==> src/rtl/video_timing.sv <==
// Raster timing generator: IDLE/RUN/STOP sequencer, h/v counters and a
// LOOKAHEAD+1 deep pipeline that aligns the sync/enable flags behind req.
module video_timing #(
    parameter int unsigned CW        = 11,
    parameter int unsigned HWIDTH    = 960,
    parameter int unsigned HSYNC0    = 1000,
    parameter int unsigned HSYNC1    = 1100,
    parameter int unsigned HMAX      = 1199,
    parameter int unsigned VHEIGHT   = 600,
    parameter int unsigned VSYNC0    = 613,
    parameter int unsigned VSYNC1    = 620,
    parameter int unsigned VMAX      = 624,
    parameter logic        HPOL      = 1'b1,
    parameter logic        VPOL      = 1'b1,
    parameter int unsigned LOOKAHEAD = 2
) (
    input  logic          pixclk,
    input  logic          reset_n,
    input  logic          enable,
    output logic          running,
    output logic          req,
    output logic [CW-1:0] xpixel,
    output logic [CW-1:0] ypixel,
    output logic          de,
    output logic          hsync,
    output logic          vsync,
    output logic          line_start,
    output logic          frame_start
);

    if (!(HWIDTH <= HSYNC0 && HSYNC0 < HSYNC1 && HSYNC1 <= HMAX)) begin : g_bad_h
        $fatal(1, "video_timing: illegal horizontal timing parameters");
    end
    if (!(VHEIGHT <= VSYNC0 && VSYNC0 < VSYNC1 && VSYNC1 <= VMAX)) begin : g_bad_v
        $fatal(1, "video_timing: illegal vertical timing parameters");
    end
    if (CW < 1 || CW > 31 || HMAX > (2 ** CW) - 1 || VMAX > (2 ** CW) - 1) begin : g_bad_cw
        $fatal(1, "video_timing: HMAX/VMAX do not fit in CW bits");
    end
    if (LOOKAHEAD > 7) begin : g_bad_la
        $fatal(1, "video_timing: LOOKAHEAD must be 0..7");
    end

    localparam logic [CW-1:0] HWIDTH_C  = CW'(HWIDTH);
    localparam logic [CW-1:0] HSYNC0_C  = CW'(HSYNC0);
    localparam logic [CW-1:0] HSYNC1_C  = CW'(HSYNC1);
    localparam logic [CW-1:0] HMAX_C    = CW'(HMAX);
    localparam logic [CW-1:0] VHEIGHT_C = CW'(VHEIGHT);
    localparam logic [CW-1:0] VSYNC0_C  = CW'(VSYNC0);
    localparam logic [CW-1:0] VSYNC1_C  = CW'(VSYNC1);
    localparam logic [CW-1:0] VMAX_C    = CW'(VMAX);

    typedef enum logic [1:0] {IDLE, RUN, STOP} state_e;

    typedef struct packed {
        logic de;
        logic hs;
        logic vs;
        logic ls;
        logic fs;
    } flags_t;

    state_e          state_q, state_d;
    logic [CW-1:0]   hcount_q, hcount_d;
    logic [CW-1:0]   vcount_q, vcount_d;
    logic            end_of_frame;
    flags_t          raw;
    flags_t          pipe_q [0:LOOKAHEAD];

    assign end_of_frame = (hcount_q == HMAX_C) && (vcount_q == VMAX_C);

    always_ff @(posedge pixclk or negedge reset_n) begin
        if (!reset_n) begin
            state_q <= IDLE;
        end else begin
            state_q <= state_d;
        end
    end

    // STOP only retires to IDLE on the last pixel so a frame is never cut short.
    always_comb begin
        state_d = state_q;
        case (state_q)
            IDLE:    if (enable) state_d = RUN;
            RUN:     if (!enable) state_d = STOP;
            STOP: begin
                if (enable)            state_d = RUN;
                else if (end_of_frame) state_d = IDLE;
            end
            default: state_d = IDLE;
        endcase
    end

    always_comb begin
        hcount_d = hcount_q;
        vcount_d = vcount_q;
        if (state_q != IDLE) begin
            if (hcount_q == HMAX_C) begin
                hcount_d = '0;
                vcount_d = (vcount_q == VMAX_C) ? '0 : vcount_q + CW'(1);
            end else begin
                hcount_d = hcount_q + CW'(1);
            end
        end
    end

    always_ff @(posedge pixclk or negedge reset_n) begin
        if (!reset_n) begin
            hcount_q <= '0;
            vcount_q <= '0;
        end else begin
            hcount_q <= hcount_d;
            vcount_q <= vcount_d;
        end
    end

    always_comb begin
        running = (state_q != IDLE);
        xpixel  = hcount_q;
        ypixel  = vcount_q;
        req     = running && (hcount_q < HWIDTH_C) && (vcount_q < VHEIGHT_C);
        raw.de  = req;
        raw.hs  = running && (hcount_q >= HSYNC0_C) && (hcount_q < HSYNC1_C);
        raw.vs  = running && (vcount_q >= VSYNC0_C) && (vcount_q < VSYNC1_C);
        raw.ls  = running && (hcount_q == '0);
        raw.fs  = raw.ls && (vcount_q == '0);
    end

    always_ff @(posedge pixclk or negedge reset_n) begin
        if (!reset_n) begin
            pipe_q[0] <= '0;
        end else begin
            pipe_q[0] <= raw;
        end
    end

    for (genvar g = 1; g <= LOOKAHEAD; g++) begin : g_pipe
        always_ff @(posedge pixclk or negedge reset_n) begin
            if (!reset_n) begin
                pipe_q[g] <= '0;
            end else begin
                pipe_q[g] <= pipe_q[g-1];
            end
        end
    end

    assign de          = pipe_q[LOOKAHEAD].de;
    assign hsync       = pipe_q[LOOKAHEAD].hs ? HPOL : ~HPOL;
    assign vsync       = pipe_q[LOOKAHEAD].vs ? VPOL : ~VPOL;
    assign line_start  = pipe_q[LOOKAHEAD].ls;
    assign frame_start = pipe_q[LOOKAHEAD].fs;

endmodule
==> config.mk <==
export PLATFORM = sky130hd
export DESIGN_NAME = video_timing
export DESIGN_NICKNAME = d
export VERILOG_FILES = /design/src/rtl/video_timing.sv
export SDC_FILE = /design/constraint.sdc
export NUM_CORES = 1
export LEC_CHECK = 0
export BUFFER_PORTS_ARGS = -buffer_cell sky130_fd_sc_hd__buf_4
export CORE_ASPECT_RATIO = 0.8
export CORE_MARGIN = 4
export CORE_UTILIZATION = 61
export CTS_BUF_LIST = sky130_fd_sc_hd__clkbuf_4 sky130_fd_sc_hd__clkbuf_8
export CTS_CLUSTER_DIAMETER = 100
export DETAILED_ROUTE_END_ITERATION = 10
export PLACE_DENSITY = 0.86
export SYNTH_ARGS = -nofsm -noshare
export SYNTH_HDL_FRONTEND = slang
export SYNTH_SLANG_ARGS = --single-unit
==> constraint.sdc <==
create_clock -name pixclk -period 3.42 [get_ports pixclk]
set_input_delay 0.684 -clock pixclk [delete_from_list [all_inputs] [get_ports pixclk]]
set_output_delay 0.684 -clock pixclk [all_outputs]
set_load 0.02 [all_outputs]
; ---- Word level (Yosys, flattened, before mapping)
; Cells that the tools add are included.
[classes]
magnitude_cmp = 6
reduce_logical = 15
addsub = 2
mux = 9
eq_ne = 7
[ops]
columns = cell, n
row1 = 11-bit by 10-bit less-than comparator with 1-bit output (second input constant), 3
row2 = 11-bit by 1-bit adder with 11-bit output (second input constant), 2
row3 = 11-bit by 10-bit greater-or-equal comparator with 1-bit output (second input constant), 2
row4 = 11-bit logical NOT, 2
row5 = 11-bit 2-to-1 mux, 2
row6 = 11-bit by 10-bit == test with 1-bit output (second input constant), 1
row7 = 11-bit == test (second input constant), 1
row8 = 11-bit less-than comparator (second input constant), 1
row9 = 1-bit logical AND, 9
row10 = 2-bit 2-to-1 mux, 4
row11 = 2-bit one-hot mux with 3 select lines, 1
row12 = 2-bit != test (second input constant), 2
row13 = 3-bit != test (second input constant), 1
row14 = 3-bit AND reduction, 1
row15 = 2-bit by 1-bit == test with 1-bit output (second input constant), 1
row16 = 2-bit == test (second input constant), 1
row17 = 2-bit logical NOT, 1
row18 = 1-bit 2-to-1 mux, 2
row19 = 2-bit AND reduction, 1
row20 = 2-bit nonzero test, 1
[word_totals]
input_bits = 3
word_cells = 57
regBits = 39

; ---- Longest topological paths before layout
[logic_depth]
depth_word = 5
depth_mapped = 7

; ---- Worst setup path after synthesis
; OpenSTA, ideal clock, no wires.
[synth_path]
path_type = register to output
start = reg vcount_q[3], in the netlist ypixel[3]
end = out req
arrival_time_ns = 1.148
stages_incl_launch_ff = 5
required_ns = 2.736
setup_slack_ns = 1.588
path_cell_list = dfrtp_1 > clkbuf_1 > a21oi_1 > nor2_1 > nor2_1
[synth_between]
elab_chain_len = 2
[synth_rtl]
columns = item, line_no
row1 = from (decl), 65  ; logic [CW-1:0] vcount_q, vcount_d;
row2 = from (signal assigned), 113  ; vcount_q <= vcount_d;
row3 = 11-bit by 10-bit less-than comparator with 1-bit output, 121  ; req = running && (hcount_q < HWIDTH_C) && (vcount_q < VHEIGHT_C);
row4 = 1-bit logical AND, 121
row5 = to (decl), 21  ; output logic req,
; Every way passes these cells.

; ---- Worst setup path after layout
[layout_path]
start = reg vcount_q[8], in the netlist ypixel[8]
end = out req
; The elaborated chain is that of the path after synthesis.

==> results.cfg <==
[yosys]
netlist_instances = 165
yosysTopAreaCell = dfrtp_1
synth.area.mux_share_pct = 2.246
synth_top_area_share_pct = 54.74
synthTopCellsByArea = dfrtp_1 55%, nand3_1 3.9%, ha_1 3.5%, a21oi_1 2.8%, o21ai_0 2.5%
yosysMostFrequentCell = dfrtp_1
synth_edf_count = 0
synth_xor_area_share_pct = 4.421
synth_seq_cells = 39
synthArstFlopShare_pct = 100.0
yosys.area_share.simple_pct = 22.25
synth_adder_area_share_pct = 3.509
synth_nets = 173
synth_compound_gate_area_share_pct = 8.982
avgSynthCellArea_um2 = 10.81
netlist_area_um2 = 1783
yosys_warnings = 0
ys_seq_area_share_pct = 54.74
synth_flop_cell = dfrtp_1
synth_top_family_by_area = simple AND/OR/NAND/NOR gates
ys_types = 39
synth_commonest_cells = 39 x dfrtp_1, 14 x nand3_1, 10 x a21oi_1, 10 x nor2_1

[finish]
num-fill-cells = 184
syn_to_final_growth_pct = 21.61
final-seq-area_um2 = 975.9
multiInputGateArea_um2 = 738.2
antennaDiodeCount = 0
drive_gt1_share_pct = 21.61
stdcell_count = 237
stdcell_area_um2 = 2168
final_core_util_pct = 77.82
num-nets-final = 206

[routing]
ant_nets = 0
first_pass_iters = 4
routed_via_density = 6.021
remaining_drc_errors = 0
wire_per_inst_um = 16.85
routed_wl_um = 3993
drt_iter0_drc = 68
vias = 1427

[cts]
htreeDepth = 2
clock-sinks = 39
post_cts_buffers = 0
cts_buffers = 5
cts_hold_buf = 0
cts_tree = yes
cts-root-buf = clkbuf_8
cts.clk_slew.worst_paths_ns = 0.08
cts_resized = 0
cts_buffer_depth = 2
clkLatencyLatePin_ns = 0.29

[floorplanning]
row_count = 17
dieArea_um2 = 3857
die_y_um = 56.36
initial_core_util_pct = 63.99
pin_count = 32
die_x_um = 68.45
coreArea_um2 = 2786

[critical_path]
startpoint_type = register
crit_top_cell = nor2_1
arrival_ns = 1.64
crit_chain = nor3_1 > nand3_1 > nor2_1 > nor2_1 > buf_4
critPathBufInv = 1
worstSetupEndpointType = output port
required_ns = 2.74
path_delay_family = simple AND/OR/NAND/NOR gates
critPathKind = reg2out
critPathMaxFanout = 6
critPathSlowestCell = dfrtp_1
cp_slowest_stage_delay_ns = 0.45

[power]
power.total_w = 0.001294
p_per_area_nw_per_um2 = 597.0
leakagePower_nw = 1.010
ir_worst_vdd_mv = 0.4524

[timing]
drv_slew = 0
setup_viol = 0
rsz0062_at_grt = no
tns_ns = 0
relSlewSlack_pct = 64.81
fmax_mhz = 431.1
period_minus_slack_ns = 2.319
finalHoldViolations = 0
worst_pin_slew_ns = 0.5279
skew_ns = 0.005310
min_period_over_period_pct = 67.82

[placement]
dp.final_hpwl_um = 2730
place_area_um2 = 2032
globalplace.congestion = 0.8860
numPortBuffers = 31
dp.cells = 229

[status]
outcome = finished, final reports clean

[global_route]
grt_max_degree = 40
grt_use_total_pct = 23.45
antenna_found_initial = 0
grt_overflow = 0
grt_pass1_vias = 1393
grt_pass1_wl_um = 6782

[flow_run]
maxCapViolCount = 0

[min_path]
hold_path_class = in2async
==> stage by stage <==
stage / hold WS, ns / setup WS (ns)
floorplan: 0.3312 / 1.588
global placement: 0.3328 / 1.444
detailed placement: 0.3347 / 1.416
CTS: 0.3512 / 1.091
global route: 0.3678 / 0.9605
finish: 0.3513 / 1.101
==> sequential cells by signal, indices dropped and copies added, names as in the netlist <==
| name | count |
|---|---|
| state_q | 2 |
| ypixel | 11 |
| de | 1 |
| xpixel | 11 |
| frame_start | 1 |
| pipe_q | 12 |
| line_start | 1 |
==> cells by family (layout without fill, tap and decap cells) <==
logic type / Yosys count / in the layout
adders and majority gates: 5 / 5
and+or+nand+nor: 66 / 66
DFF: 39 / 39
AOI/OAI and AO/OA: 27 / 27
buffers and inverters: 15 / 49
muxes: 4 / 4
xor gates and xnor gates: 9 / 9
==> routing by layer <==
metal | GRT usage, % | up-vias | share of wire [%]
li1 | - | 661 | -
met4 | 6.516 | 0 | 1.2
met2 | 35.92 | 49 | 51
met1 | 32.51 | 710 | 42
met5 | 0 | - | 0
met3 | 6.200 | 7 | 6.4
==> area by class of cell <==
cell class,count,share of cell area (%)
clock buffers,6,3.520
flip-flops and latches,39,45.01
multi-input cells,111,34.05
well taps,38,2.193
inverters,10,1.731
repair buffers,31,10.73
clock inverters,2,2.770
==> placed cells by master (no fill, tap or decap), types with 7 or more instances in the layout <==
cell type	n
a21oi_1	10
buf_4	31
dfrtp_1	39
inv_1	9
nand2_1	7
nand3_1	14
nand4_1	7
nor2_1	10
o21ai_0	9
==> worst register-to-register path, cell delays in order, from the launching register on <==
cell,delay (ns)
dfrtp_1,0.45
inv_1,0.13
ha_1,0.15
nor3b_1,0.23
nand4_1,0.46
a31oi_1,0.35
a31oi_1,0.07
==> where the power goes <==
group	switching [W]	internal, W	leakage [nW]
registers	0.0000711	0.000510	0.523
logic	0.000150	0.000109	0.418
clock network	0.000156	0.000299	0.0688
total	0.000377	0.000918	1.01
==> path summary, 6_finish.rpt <==
path	from	to	slack, ns	depth (start not counted)
worst min register to register	pipe_q[10]	pipe_q[5]	0.35	0
max in group asynchronous	reset_n	ypixel[3]	2.74	1
worst max-delay path	ypixel[8]	req	1.10	5
min in group pixclk	pipe_q[10]	pipe_q[5]	0.35	0
worst min-delay path	reset_n	pipe_q[3]	0.35	1
worst max register to register	ypixel[0]	ypixel[2]	1.44	6
No activity file was read; power rests on OpenSTA's default activity.
